[config.mk]
export PLATFORM = sky130hd
export DESIGN_NAME = fetch_stage
export DESIGN_NICKNAME = d
export VERILOG_FILES = /design/src/rtl/fetch_stage.sv
export SDC_FILE = /design/constraint.sdc
export NUM_CORES = 1
export LEC_CHECK = 0
export ABC_AREA = 1
export CORE_MARGIN = 2
export CORE_UTILIZATION = 40
export DETAILED_ROUTE_END_ITERATION = 7
export GPL_TIMING_DRIVEN = 0
export PLACE_DENSITY = 0.67
export SETUP_SLACK_MARGIN = 0.15
export SLEW_MARGIN = 40
export SYNTH_ARGS = -nofsm -noshare
export SYNTH_HDL_FRONTEND = slang
export SYNTH_SLANG_ARGS = --single-unit
export TNS_END_PERCENT = 100
[constraint.sdc]
create_clock -name clk -period 3.3 [get_ports clk]
set_input_delay 0.495 -clock clk [delete_from_list [all_inputs] [get_ports clk]]
set_output_delay 0.495 -clock clk [all_outputs]
set_load 0.02 [all_outputs]
[src/rtl/fetch_stage.sv]
// Instruction fetch: owns the PC and the IF/ID register, and issues valid/ready requests to imem.
// Zero-wait memory gives one instruction per cycle; a stall parks the returning word in a one-entry skid buffer.
module fetch_stage #(
  parameter logic [31:0] RESET_PC = 32'h00400000,
  parameter logic [31:0] NOP_WORD = 32'h00000000
) (
  input  logic        clk,
  input  logic        reset,
  input  logic [31:0] PC_next,
  input  logic        stall,
  input  logic        IFIDFlush,
  output logic        imem_req,
  output logic [31:0] imem_addr,
  input  logic        imem_ready,
  input  logic [31:0] imem_rdata,
  output logic [31:0] PC,
  output logic [31:0] IFID_Instruction,
  output logic [31:0] IFID_PCPlus4,
  output logic        IFID_Valid
);

  typedef enum logic [1:0] {FETCH, HOLD, DRAIN} state_t;

  state_t      state_q;
  logic [31:0] pc_q;
  logic [31:0] buf_q;
  logic [31:0] redir_q;
  logic [31:0] instr_q;
  logic [31:0] pc4_q;
  logic        vld_q;
  logic        take;
  logic [31:0] pc_plus4;

  assign take     = !stall;
  assign pc_plus4 = pc_q + 32'd4;

  // Gated with reset so no request escapes while reset is held.
  assign imem_req         = reset && (state_q != HOLD);
  assign imem_addr        = pc_q;
  assign PC               = pc_q;
  assign IFID_Instruction = instr_q;
  assign IFID_PCPlus4     = pc4_q;
  assign IFID_Valid       = vld_q;

  always_ff @(posedge clk or negedge reset) begin
    if (!reset) begin
      state_q <= FETCH;
      pc_q    <= RESET_PC;
      buf_q   <= '0;
      redir_q <= '0;
      instr_q <= NOP_WORD;
      pc4_q   <= '0;
      vld_q   <= 1'b0;
    end else begin
      case (state_q)
        FETCH: begin
          if (imem_ready) begin
            if (take) begin
              instr_q <= IFIDFlush ? NOP_WORD : imem_rdata;
              pc4_q   <= IFIDFlush ? 32'd0 : pc_plus4;
              vld_q   <= !IFIDFlush;
              pc_q    <= PC_next;
            end else begin
              buf_q   <= imem_rdata;
              state_q <= HOLD;
            end
          end else if (take) begin
            instr_q <= NOP_WORD;
            pc4_q   <= '0;
            vld_q   <= 1'b0;
            if (IFIDFlush) begin
              redir_q <= PC_next;
              state_q <= DRAIN;
            end
          end
        end
        HOLD: begin
          if (take) begin
            instr_q <= IFIDFlush ? NOP_WORD : buf_q;
            pc4_q   <= IFIDFlush ? 32'd0 : pc_plus4;
            vld_q   <= !IFIDFlush;
            pc_q    <= PC_next;
            state_q <= FETCH;
          end
        end
        DRAIN: begin
          if (take) begin
            instr_q <= NOP_WORD;
            pc4_q   <= '0;
            vld_q   <= 1'b0;
          end
          // The wrong-path word completes the handshake even under stall; holding
          // the stale PC would only re-issue a dead request.
          if (imem_ready) begin
            pc_q    <= (take && IFIDFlush) ? PC_next : redir_q;
            state_q <= FETCH;
          end else if (take && IFIDFlush) begin
            redir_q <= PC_next;
          end
        end
        default: state_q <= FETCH;
      endcase
    end
  end

endmodule
; ---- Word-level counts from Yosys, hierarchy flattened
; Index checks and enable logic that the tools add are counted.
[word_totals]
inputBits = 69
out_inout_bits = 130
register_bits = 163
[classes]
mux = 33
reduce_logical = 12
addsub = 1
eq_ne = 14
[op_table]
columns = op, count
row1 = $mux W32, 18
row2 = $pmux W32 S3, 3
row3 = $pmux W32 S2, 1
row4 = $add A32 B3 Y32 const B, 1
row5 = $ne A2 B2 Y1 const B, 7
row6 = $mux W2, 6
row7 = $ne A3 B3 Y1 const B, 4
row8 = $reduce_and A5 Y1, 2
row9 = $reduce_and A3 Y1, 3
row10 = $pmux W2 S3, 1
row11 = $mux W1, 3
row12 = $pmux W1 S3, 1
row13 = $reduce_bool A3 Y1, 1
row14 = $eq A2 B1 Y1 const B, 1
row15 = $eq A2 B2 Y1 const B, 1
row16 = $logic_and A1 B1 Y1, 2
row17 = $logic_not A1 Y1, 2
row18 = $logic_not A2 Y1, 1
row19 = $ne A2 B1 Y1 const B, 1
row20 = $reduce_bool A2 Y1, 1

; ---- Depth between registers and ports, before layout
; Gate-level depths: netlist (run 1).
[logic_depth]
depth_word = 5
mapped_depth = 12
depth_no_buf = 11

; ---- Worst setup path before layout (run 1)
; Ideal clock, no wire load.
[synth_timing]
kind = register to register
from = reg state_q[1]
to = reg pc4_q[10], in the netlist IFID_PCPlus4[10]
stages_incl_launch_ff = 12
path_buffers = 2
t_arrival_ns = 1.664
required_time_ns = 3.165
period_less_slack_ns = 1.799
setup_time_ns = 0.135
slack_ns = 1.501
cell_sequence = dfrtp_1 inv_1 ha_1 buf_4 inv_1 nor2_2 nor2_4 inv_2 nor2_4 buf_6 o21ai_0 o22ai_1
[synth_via]
elab_chain_len = 2
[synth_lines]
columns = item, line_no
row1 = start: declaration, 24  ; state_t state_q;
row2 = start signal: assignment, 47  ; state_q <= FETCH;
row3 = start signal: assignment, 65  ; state_q <= HOLD;
row4 = start signal: assignment, 73  ; state_q <= DRAIN;
row5 = $eq A2 B2 Y1 (tied with other cells), 55  ; case (state_q)
row6 = $pmux W32 S3 / $reduce_bool A3 Y1 (equally long branches), -
row7 = end signal: assignment, 60  ; pc4_q <= IFIDFlush ? 32'd0 : pc_plus4;
row8 = end signal: assignment, 80  ; pc4_q <= IFIDFlush ? 32'd0 : pc_plus4;
row9 = end: declaration, 29  ; logic [31:0] pc4_q;
; Several ways; a longest one is shown, not always the timed one.
; A chain may end at the register's enable or synchronous reset.

; ---- Worst setup path in the final report (run 1)
[layout_timing]
from = in reset
to = out imem_req
[layout_via]
elab_chain_len = 1
[layout_lines]
columns = item, line_no
row1 = start: declaration, 8  ; input logic reset,
row2 = $logic_and A1 B1 Y1, 38  ; assign imem_req = reset && (state_q != HOLD);
row3 = end: declaration, 12  ; output logic imem_req,
; Every way passes these cells.

==> reports/metrics.yaml, run 1 <==
global_routing:
  grt_pass1_wl_mm: 40.9
  grt_overflow: 0
  grt_usage_pct: 23.5
  grt_start_max_net_pins: 76
  antenna_found_initial: 0
  first_global_vias: 7768
  grt-busiest-layer: "met2"
  grtUsageMet1_pct: 33.6
  use_met2_pct: 36.3
  grt_use_met3_pct: 3.99
route:
  drt-initial-drc-count: 600
  vias: 7989
  ant_nets: 0
  wl_per_cell_um: 16.0
  viasPerCell: 4.99
  wl_mm: 25.7
  drc: 0
  drt_pass1_iterations: 5
sta:
  slew_headroom_pct: 54.3
  tightest_slew_ns: 0.682
  rsz0062_at_grt: "false"
  skew_ns: 0.0157
  hold_slack_ns: 0.487
  setup_slack_ns: 0.332
  final-setup-viol-count: 0
  fin_crit_ns: 2.97
  period_share_pct: 89.9
  setup_total_negative_slack_ns: 0
  fmax_ghz: 0.337
  slew_viol_final: 0
  finalHoldViolCount: 0
critical_path:
  arrival_ns: 2.47
  worst-setup-path-type: "input port to output pin"
  worstSetupEndpointType: "output pin"
  worstPathMaxFanout: 53
  cp.required_ns: 2.80
  critPathLaunchType: "input port"
placed_design:
  post-place-ws_ns: 0.886
  dpl_cell_area_um2: 10800
  dp_hpwl_mm: 19.1
  place_congestion: 0.939
  io_buffers: 197
cells_and_area:
  area_delta_synth_final_pct: 35.7
  diodes: 0
  final_area_um2: 11500
  drive_gt1_share_pct: 9.13
  nets: 1387
  finish.utilization_pct: 55.0
synthesis:
  synthesis.nets: 1168
  synth_top_family_by_area: "simple AND/OR/NAND/NOR gates"
  synthesis.instances: 1094
  synth_top_area_share_pct: 47.9
  synthXorXnorAreaFrac_pct: 0.207
  synth-adder-area-share_pct: 0.739
  synth.distinct_cells: 38
  synthSimpleGateAreaFrac_pct: 19.3
  ys_warn_count: 0
  synth_area_per_cell_um2: 7.74
  synthTopCellsByArea: "dfrtp_1, nand2_1, o21ai_0, inv_1, nand3_1"
  syn_area_um2: 8470
  seq_area_frac_synth_pct: 48.2
  ys_ff_latch: 163
  synth_top_area_cell: "dfrtp_1"
  synthMuxAreaShare_pct: 1.06
  synth-compound-area-share_pct: 16.4
clocking:
  ctsRootBufferMaster: "clkbuf_16"
  clk_pin_slew_ns: 0.07
  cts_sinks: 163
  h-tree-depth: 4
  clk_latency_ns: 0.44
  ctsLongestPathBuffers: 2
  cts_buffers: 17
  cts_tree: "yes"
  post_cts_resized: 0
run_status:
  status: "finished clean"
floorplan:
  ios: 199
  die_y_um: 149
  dieArea_um2: 22300
  die_w_um: 149
  start_util_pct: 40.5
  core_area_um2: 20900
  num_rows: 53
power_and_ir_drop:
  ir_worst_vdd_uv: 477
  power_density_nw_per_um2: 1040
  leakage_nw: 5.21
job:
  max_cap_violations: 0
min_path:
  hp-class: "flip-flop to flip-flop"
through the flow:
step	power (mW)	std cells
6_report	11.9	1601
5_1_grt	12.7	1601
4_1_cts	11.9	1601
3_5_place_dp	9.74	1568
3_3_place_gp	9.64	1566
2_1_floorplan	7.08	1094
where the power goes:
group          leakage, nW  internal [mW]  switching, mW  total [mW]
logic                 2.81           2.50           3.60        6.11
registers             2.10           2.88          0.771        3.65
clock network        0.308           1.23          0.933        2.16
total                 5.21           6.61           5.30        11.9
state kept, by name (all words and copies together) (netlist names):
register	cells
IFID_Valid	1
IFID_Instruction	32
state_q	2
PC	32
buf_q	32
redir_q	32
IFID_PCPlus4	32
cells in the mapped netlist, drive strengths merged:
cell type  count
nand2        248
inv          189
o21ai        175
dfrtp        162
nand3         73
buf           59
nor2          54
o22ai         37
a21oi         31
clkbuf        24
mux2           8
nand4          8
ha             5
a22oi          4
o211ai         3
o21bai         3
a31o           1
a31oi          1
clkinv         1
dfstp          1
nand3b         1
nor4           1
o211a          1
o32ai          1
or2            1
xnor2          1
xor2           1
kinds of logic after synthesis:
family / after synthesis
AOI/OAI and AO/OA: 257
adders and majority gates: 5
muxes: 8
buffers and inverters: 273
xor gates and xnor gates: 2
DFF: 163
and+or+nand+nor: 386
worst max-delay path: stages:
cell and delay, ns:
dlygate4sd3_1 0.56, buf_8 0.30, buf_16 0.30, inv_1 0.07, nor2_1 0.10, clkdlybuf4s50_1 0.61
cell usage in the layout, fill, tap and decap left out, drive strengths merged, types with 31 or more instances in the layout:
cell type	netlist	routed
nand3	73	73
o22ai	37	37
buf	59	62
clkdlybuf4s50	0	196
nor2	54	54
dfrtp	162	162
a21oi	31	31
clkbuf	24	41
inv	189	198
o21ai	175	175
nand2	248	248
repair_timing:
item / CTS / global route
setup buffers: 0 / 0
endpoints found under the hold margin: 36 / 0
hold buffers: 1 / 0
area by class of cell:
cell class | instances | area, µm²
clock buffers | 17 | 425
well taps | 275 | 344
inverters | 190 | 713
fillers | 1969 | 9400
repair buffers | 200 | 2040
plain buffers | 83 | 484
multi-input cells | 658 | 3190
flip-flops and latches | 163 | 4080
clock inverters | 15 | 209
final timing paths:
check                            from               end  slack (ns)  depth (start not counted)
max                             reset          imem_req        0.33                          6
min                          buf_q[8]          buf_q[8]        0.49                          2
max reg2reg                state_q[1]  IFID_PCPlus4[10]        0.99                         11
min reg2reg                  buf_q[8]          buf_q[8]        0.49                          2
max in group asynchronous       reset            PC[22]        2.07                          3
min in group asynchronous       reset        redir_q[4]        0.52                          2
routing by layer:
metal | up-vias | part of all wire (%)
met1 | 3788 | 47
met2 | 263 | 46
li1 | 3907 | -
met3 | 31 | 5.3
met4 | 0 | 1.8
met5 | - | 0
(Power assumes the default switching activity.)
==> inputs of run 2 (changes only) <==
CORE_UTILIZATION = 54   (was 40)
PLACE_DENSITY = 0.87   (was 0.67)
SKIP_LAST_GASP = 1   (was default)
==> run 2 against run 1 <==
Effect of this change:
- first-iteration DRC count up 25%
- largest power group unchanged
- utilization grew 20 points
- sequential power is 1% higher
- critical path depth unchanged
- highest routed layer unchanged
==> reports/metrics.yaml, run 2 (synthesis results as in run 1) <==
job:
  max_cap_violations: 0
critical_path:
  worstSetupEndpointType: "output pin"
  cp.required_ns: 2.80
  critPathLaunchType: "input port"
  arrival_ns: 2.42
  worst-setup-path-type: "input port to output pin"
  worstPathMaxFanout: 40
  r2r_cells: 11
sta:
  rsz0062_at_grt: "false"
  fin_crit_ns: 2.92
  tightest_slew_ns: 0.675
  skew_ns: 0.00887
  fmax_ghz: 0.343
  setup_slack_ns: 0.384
  slew_headroom_pct: 54.7
  period_share_pct: 88.4
  hold_slack_ns: 0.488
  finalHoldViolCount: 0
  slew_viol_final: 0
  final-setup-viol-count: 0
cells_and_area:
  stdcell_count: 1538
  final_common_cell: "nand2_1"
  multi_input_area_um2: 3190
  nets: 1388
  diodes: 0
  fillCellCount: 1090
  area_delta_synth_final_pct: 34.9
  final_cell_mix: "nand2_1, clkdlybuf4s50_1, inv_1"
  drive_gt1_share_pct: 9.19
  regArea_um2: 4080
  final_area_um2: 11400
floorplan:
  num_rows: 45
  core_area_um2: 15300
  die_y_um: 129
  start_util_pct: 55.5
  ios: 199
  die_w_um: 129
  dieArea_um2: 16700
placed_design:
  dp_hpwl_mm: 18.2
  placed_cells: 1504
  place_congestion: 0.999
  io_buffers: 197
  dpl_cell_area_um2: 10800
  post-place-ws_ns: 0.846
clocking:
  ctsRootBufferMaster: "clkbuf_16"
  cts_sinks: 163
  post_cts_resized: 0
  h-tree-depth: 4
  cts_buffers: 17
  clk_pin_slew_ns: 0.07
  ctsLongestPathBuffers: 2
  clk_latency_ns: 0.42
  cts_tree: "yes"
route:
  vias: 8371
  wl_per_cell_um: 16.5
  ant_nets: 0
  wl_mm: 25.4
  drt_pass1_iterations: 6
  viasPerCell: 5.44
  drc: 0
  drt-initial-drc-count: 750
global_routing:
  first_global_vias: 7861
  grt_overflow: 0
  grt_start_max_net_pins: 69
  antenna_found_initial: 0
  grt_usage_pct: 30.2
  grt_pass1_wl_mm: 39.5
min_path:
  whs_path_depth: 2
  hp-class: "flip-flop to flip-flop"
run_status:
  status: "finished clean"
power_and_ir_drop:
  ir_worst_vdd_uv: 689
  power_mw: 11.9
  leakage_nw: 5.21
  power_density_nw_per_um2: 1040
run 2: layout make-up:
cell class / instances / share of cell area [%]
plain buffers: 83 / 4.24
clock buffers: 17 / 3.73
clock inverters: 15 / 1.72
inverters: 190 / 6.25
multi-input cells: 658 / 27.9
flip-flops and latches: 163 / 35.7
well taps: 211 / 2.31
repair buffers: 201 / 18.1
run 2: worst max-delay path, cell delays in order:
cell             delay [ns]
dlygate4sd3_1          0.56
buf_8                  0.32
buf_16                 0.25
inv_1                  0.06
nor2_1                 0.08
clkdlybuf4s50_1        0.61
run 2: repair_timing:
| item | CTS | global route |
|---|---|---|
| hold endpoints to repair | 37 | 0 |
| endpoints found under the setup margin | 0 | 1 |
| hold buffers | 1 | 0 |
| setup buffers | 0 | 0 |
run 2: report_power, final:
group | switching [mW] | total, mW | internal, mW
Combinational | 3.61 | 6.12 | 2.51
Clock | 0.892 | 2.11 | 1.21
Sequential | 0.808 | 3.69 | 2.88
Total | 5.31 | 11.9 | 6.60
run 2: per-layer routing:
metal | track usage (%) | vias up | wire length, µm | share of wire, %
li1 | - | 3917 | - | -
met3 | 4.71 | 41 | 2100 | 8.3
met1 | 41.8 | 3963 | 10600 | 42
met5 | 0 | - | 0 | 0
met4 | 11.5 | 0 | 610 | 2.4
met2 | 48.3 | 450 | 12100 | 48
run 2: stage by stage:
step	setup TNS, ns	utilization [%]
final	0	74.8
after global routing	0	74.8
after CTS	0	74.7
after detailed placement	0	70.5
after global placement	-790.26	70.1
after floorplan	0	-
run 2: path summary, 6_finish.rpt:
kind / from / end / slack [ns]
setup / recovery: reset / imem_req / 0.38
hold / removal: buf_q[17] / buf_q[17] / 0.49
setup reg to reg: state_q[1] / IFID_PCPlus4[28] / 1.01
hold reg to reg: buf_q[17] / buf_q[17] / 0.49
max in group asynchronous: reset / PC[22] / 2.10
min in group asynchronous: reset / redir_q[8] / 0.55
